**src/rtl/data_mem_bank.sv**
```systemverilog
// Byte-addressable 32-bit data memory with RISC-V load/store sizing and a single response register.
// Optional DMEM_MISALIGN_TRAP_EN: misaligned halfword/word accesses fault instead of being force-aligned.
module data_mem_bank #(
  parameter int ADDR_W    = 8,
  parameter bit INIT_ZERO = 1
) (
  input  logic              clk,
  input  logic              rst_n,
  input  logic              req_valid,
  output logic              req_ready,
  input  logic              req_we,
  input  logic [2:0]        req_funct3,
  input  logic [ADDR_W-1:0] req_addr,
  input  logic [31:0]       req_wdata,
  output logic              resp_valid,
  input  logic              resp_ready,
  output logic [31:0]       resp_rdata,
  output logic              resp_err
);

  localparam int WORDS = 2 ** (ADDR_W - 2);

  typedef enum logic {EMPTY, FULL} state_t;

  state_t state;

  // Storage has no reset path; optional power-up zero fill only.
  logic [31:0] mem [WORDS] = '{default: (INIT_ZERO ? 32'h0 : {32{1'bx}})};

  logic              accept;
  logic [ADDR_W-3:0] word_idx;
  logic [1:0]        raw_lane;
  logic [1:0]        lane;
  logic [2:0]        f3;
  logic              is_half;
  logic              is_word;
  logic              bad_f3;
  logic              misalign;
  logic              acc_err;
  logic [3:0]        be;
  logic [31:0]       wd;
  logic [31:0]       rd_word;
  logic [7:0]        rd_byte;
  logic [15:0]       rd_half;
  logic [31:0]       ld_data;

  assign resp_valid = (state == FULL);
  assign req_ready  = (state == EMPTY) || resp_ready;
  assign accept     = req_valid && req_ready;
  assign word_idx   = req_addr[ADDR_W-1:2];
  assign raw_lane   = req_addr[1:0];
  assign f3         = req_funct3;

  always_comb begin
    is_half = (f3[1:0] == 2'b01);
    is_word = (f3[1:0] == 2'b10);
    bad_f3  = (f3[1:0] == 2'b11) || (f3 == 3'b110) || (req_we && f3[2]);
`ifdef DMEM_MISALIGN_TRAP_EN
    misalign = (is_half && raw_lane[0]) || (is_word && (raw_lane != 2'b00));
`else
    misalign = 1'b0;
`endif
    acc_err = bad_f3 || misalign;
    // Without the trap, sub-lane address bits are simply ignored for wider accesses.
    if (is_word) begin
      lane = 2'b00;
    end else if (is_half) begin
      lane = {raw_lane[1], 1'b0};
    end else begin
      lane = raw_lane;
    end
  end

  always_comb begin
    be = 4'b0000;
    wd = req_wdata;
    case (f3[1:0])
      2'b00: begin
        be = 4'b0001 << lane;
        wd = {4{req_wdata[7:0]}};
      end
      2'b01: begin
        be = lane[1] ? 4'b1100 : 4'b0011;
        wd = {2{req_wdata[15:0]}};
      end
      default: begin
        be = 4'b1111;
        wd = req_wdata;
      end
    endcase
    if (acc_err || !req_we) begin
      be = 4'b0000;
    end
  end

  always_comb begin
    rd_word = mem[word_idx];
    case (lane)
      2'd0:    rd_byte = rd_word[7:0];
      2'd1:    rd_byte = rd_word[15:8];
      2'd2:    rd_byte = rd_word[23:16];
      default: rd_byte = rd_word[31:24];
    endcase
    rd_half = lane[1] ? rd_word[31:16] : rd_word[15:0];
    case (f3)
      3'b000:  ld_data = {{24{rd_byte[7]}}, rd_byte};
      3'b100:  ld_data = {24'h0, rd_byte};
      3'b001:  ld_data = {{16{rd_half[15]}}, rd_half};
      3'b101:  ld_data = {16'h0, rd_half};
      3'b010:  ld_data = rd_word;
      default: ld_data = 32'h0;
    endcase
    if (req_we || acc_err) begin
      ld_data = 32'h0;
    end
  end

  // Write lands on the accept edge so a load on the following edge sees it.
  always_ff @(posedge clk) begin
    if (accept && rst_n) begin
      for (int b = 0; b < 4; b++) begin
        if (be[b]) begin
          mem[word_idx][b*8 +: 8] <= wd[b*8 +: 8];
        end
      end
    end
  end

  always_ff @(posedge clk or negedge rst_n) begin
    if (!rst_n) begin
      state      <= EMPTY;
      resp_rdata <= 32'h0;
      resp_err   <= 1'b0;
    end else if (accept) begin
      state      <= FULL;
      resp_rdata <= ld_data;
      resp_err   <= acc_err;
    end else if (state == FULL && resp_ready) begin
      state      <= EMPTY;
      resp_rdata <= 32'h0;
      resp_err   <= 1'b0;
    end
  end

endmodule

```
**config.mk**
```make
export PLATFORM = sky130hd
export DESIGN_NAME = data_mem_bank
export DESIGN_NICKNAME = d
export VERILOG_FILES = /design/src/rtl/data_mem_bank.sv
export SDC_FILE = /design/constraint.sdc
export NUM_CORES = 2
export LEC_CHECK = 0
export CORE_AREA = 5 5 431 433
export CTS_BUF_LIST = sky130_fd_sc_hd__clkbuf_4 sky130_fd_sc_hd__clkbuf_8 sky130_fd_sc_hd__clkbuf_16
export CTS_CLUSTER_SIZE = 30
export DETAILED_ROUTE_END_ITERATION = 12
export DIE_AREA = 0 0 436 438
export MAX_ROUTING_LAYER = met4
export SLEW_MARGIN = 5
export SYNTH_ARGS = -nofsm -noshare
export SYNTH_HDL_FRONTEND = slang
export SYNTH_SLANG_ARGS = --single-unit
```
**constraint.sdc**
```tcl
create_clock -name clk -period 5.4 [get_ports clk]
set_clock_uncertainty 0.05 [all_clocks]
set_input_delay 1.62 -clock clk [delete_from_list [all_inputs] [get_ports clk]]
set_output_delay 1.62 -clock clk [all_outputs]
set_load 0.01 [all_outputs]
```
==> flow_summary.yaml <==
outcome:
  status: "finished, final reports clean"
power_and_ir_drop:
  finalPower_uw: 34300
  cellLeakagePower_uw: 0.0310
  power_density_nw_per_um2: 360
  ir_drop_uv: 376
clocking:
  cts_sinks: 2082
  cts_made_buffers: 204
  cts_tree: "done"
  clockBufferDepth: 3
  cts_htree_levels: 4
  root_buffer: "clkbuf_16"
  holdBufCountCts: 0
  postCtsSetupBuffers: 0
  insertion_delay_ps: 870
  ctsResizeCount: 0
  path_clk_slew_ps: 60
logic_synthesis:
  yosys.area_share.simple: 0.0380
  ys_seq_elements: 2082
  synth_xor_xnor_area_share: 0
  yosysTopAreaCell: "edfxtp_1"
  synth_top_cells_by_area: "edfxtp_1, a22oi_1, mux4_2"
  muxShareOfSynthArea: 0.0670
  ys_seq_area_frac: 0.771
  synth_top_area_share: 0.760
  synth_compound_area_frac: 0.102
  synth-edff-count: 2048
  syn_nets: 4656
  syn_area_sq_um: 80900
  syn_inst: 4608
  synthAdderAreaFrac: 0
  yosysWarnings: 0
  syn_area_per_cell_sq_um: 17.6
  synth_cell_types: 87
  synthArstFlopShare: 0.0163
  synth_top_family_by_area: "compound AO/OA/AOI/OAI gates"
  synth_ff_type: "edfxtp_1"
sta:
  rsz0062_at_grt: "false"
  finalCritPeriodShare: 0.851
  drv_slew: 0
  hold_violations: 0
  timing.hold.ws_ps: 453
  fmax_mhz: 218
  relSlewSlack: 0.103
  worstMarginPinSlew_ps: 1350
  finalSetupViolCount: 0
  min_period_ps: 4590
layout:
  areaGrowthSynthToFinish_pct: 17.8
  nets: 5239
  multi_input_area_sq_um: 17000
  layout-drive-gt1-share: 0.234
  register_area_sq_um: 62300
  nFillCells: 14427
  post-route-util: 0.524
placement:
  dp_hpwl_um: 183000
  portBuffers: 82
  globalplace.congestion: 0.938
run:
  maxCapViolations: 0
global_routing:
  overflow: 0
  grt_pass1_vias: 47533
  grt_max_degree: 65
  antenna_found_initial: 14
  gr-usage-all-layers: 0.296
  grt_pass1_wl_um: 386000
setup_path:
  cp_data_arrival_time_ps: 5250
  startpoint_type: "input pin"
  path_class: "in2reg"
  worstReg2RegStart: "mem[59][31]"
  r2r_setup_slack_ps: 2100
  critPathCaptureType: "flip-flop"
  reg2reg_depth: 9
  required_ps: 6060
  critPathMaxFanout: 42
  timing.rr.end: "resp_rdata[13]"
detailed_routing:
  drc: 0
  drt_pass1_iterations: 6
  vias_per_cell: 6.46
  routed_wl_um: 279000
  antenna_left: 0
  routedWlPerCell_um: 36.0
  drt_iter0_markers: 8230
  num_vias: 50084
min_path:
  hold_path_end: "resp_err"
  hp-class: "reg2reg"
  holdPathStages: 2
  hold_start: "resp_err"
floorplanning:
  chipHeight_um: 438
  io_pins: 83
  dieWidth_um: 436
  dieArea_sq_um: 191000
  start_util: 0.445
  placeableCoreArea_sq_um: 182000
  num_rows: 157
## power by group
| group | switching, uW | total [uW] | internal [uW] |
|---|---|---|---|
| clock | 6110 | 14200 | 8070 |
| combinational | 1600 | 2270 | 668 |
| sequential | 12.5 | 17900 | 17900 |
## worst max-delay path, stage by stage
cell,delay [ps]
buf_8,410
buf_12,340
mux2_2,370
a221oi_1,260
nor2_1,150
a221oi_1,470
o22ai_1,190
or4_1,490
o21ai_0,430
buf_4,250
o2111ai_1,120
## synthesized netlist by cell type (6+ instances only)
cell type     n
o221ai_1     13
o211ai_1     21
buf_4        30
o22ai_1      37
and3_1       12
o22a_1        9
o2bb2ai_1    18
and3b_1       6
mux2_2      143
a211oi_1     15
edfxtp_1   2048
nor3_1       16
a22oi_1     363
mux2i_1     177
a31oi_1      70
buf_6        31
buf_1        27
nor2_1      329
mux4_2       87
and2_1        7
nor2b_1      11
nor4_1        8
o21a_1        6
a221oi_1    173
nand3_1      28
buf_2       138
dfrtp_1      34
nand4_1      22
a222oi_1     14
nand2_1     171
a41oi_1      13
a221o_1      40
nand2b_1     17
o21ai_0      80
clkbuf_1    103
a22o_1       67
a21oi_1      98
## final cells by class
type	count	area share
sequential	2082	0.654
timing repair buffer	708	0.0649
inverter	6	0.000289
antenna	14	0.000368
multi-input combinational	2189	0.179
tap	2385	0.0313
clock buffer	255	0.0580
clock inverter	117	0.0121
## flip-flops by register name, summed over array words and instances (netlist names)
signal and cells:
resp_err 1, resp_rdata 32, resp_valid 1, mem 2048
## cells in the final DEF (no fill, tap or decap), types with 87 or more instances in the layout
| cell | n |
|---|---|
| nor2_1 | 323 |
| a22oi_1 | 363 |
| mux4_2 | 87 |
| a221oi_1 | 173 |
| mux2i_1 | 176 |
| nand2_1 | 171 |
| a21oi_1 | 98 |
| clkbuf_16 | 205 |
| edfxtp_1 | 2048 |
| buf_4 | 570 |
| mux2_2 | 143 |
## kinds of logic (layout without fill, tap and decap cells)
group,count (synthesis),count (layout)
DFF,2082,2082
AOI/OAI and AO/OA,1098,1098
and+or+nand+nor,678,678
muxes,413,413
buffers and inverters,337,1086
other,0,14
## how the worst max path moves through the flow
stage / startpoint / endpoint / slack [ps] / cells after the start
global placement: req_addr[4] / resp_rdata[3] / -50 / 11
finish: req_addr[4] / resp_rdata[1] / 810 / 11
CTS: req_addr[4] / resp_rdata[3] / 820 / 11
floorplan: req_funct3[0] / mem[0][30] / 820 / 4
global route: req_addr[4] / resp_rdata[3] / 730 / 11
detailed placement: req_addr[4] / resp_rdata[3] / -70 / 11
## metrics by stage
stage	TNS [ps]	setup slack (ps)	cell area, sq um	cells
finish	0	805	95300	7756
global route	0	730	95300	7751
CTS	0	825	95300	7742
detailed placement	-74.9	-74.9	88600	7370
global placement	-46.1	-46.1	88600	7370
floorplan	0	816	80900	4608
## metal layers
| layer | wire [um] | track usage | up-vias |
|---|---|---|---|
| met2 | 125000 | 0.431 | 3426 |
| met5 | 0 | - | - |
| li1 | - | - | 20127 |
| met3 | 31900 | 0.0729 | 611 |
| met1 | 107000 | 0.395 | 25920 |
| met4 | 15800 | 0.140 | 0 |
Power figures use the tool's default switching activity.
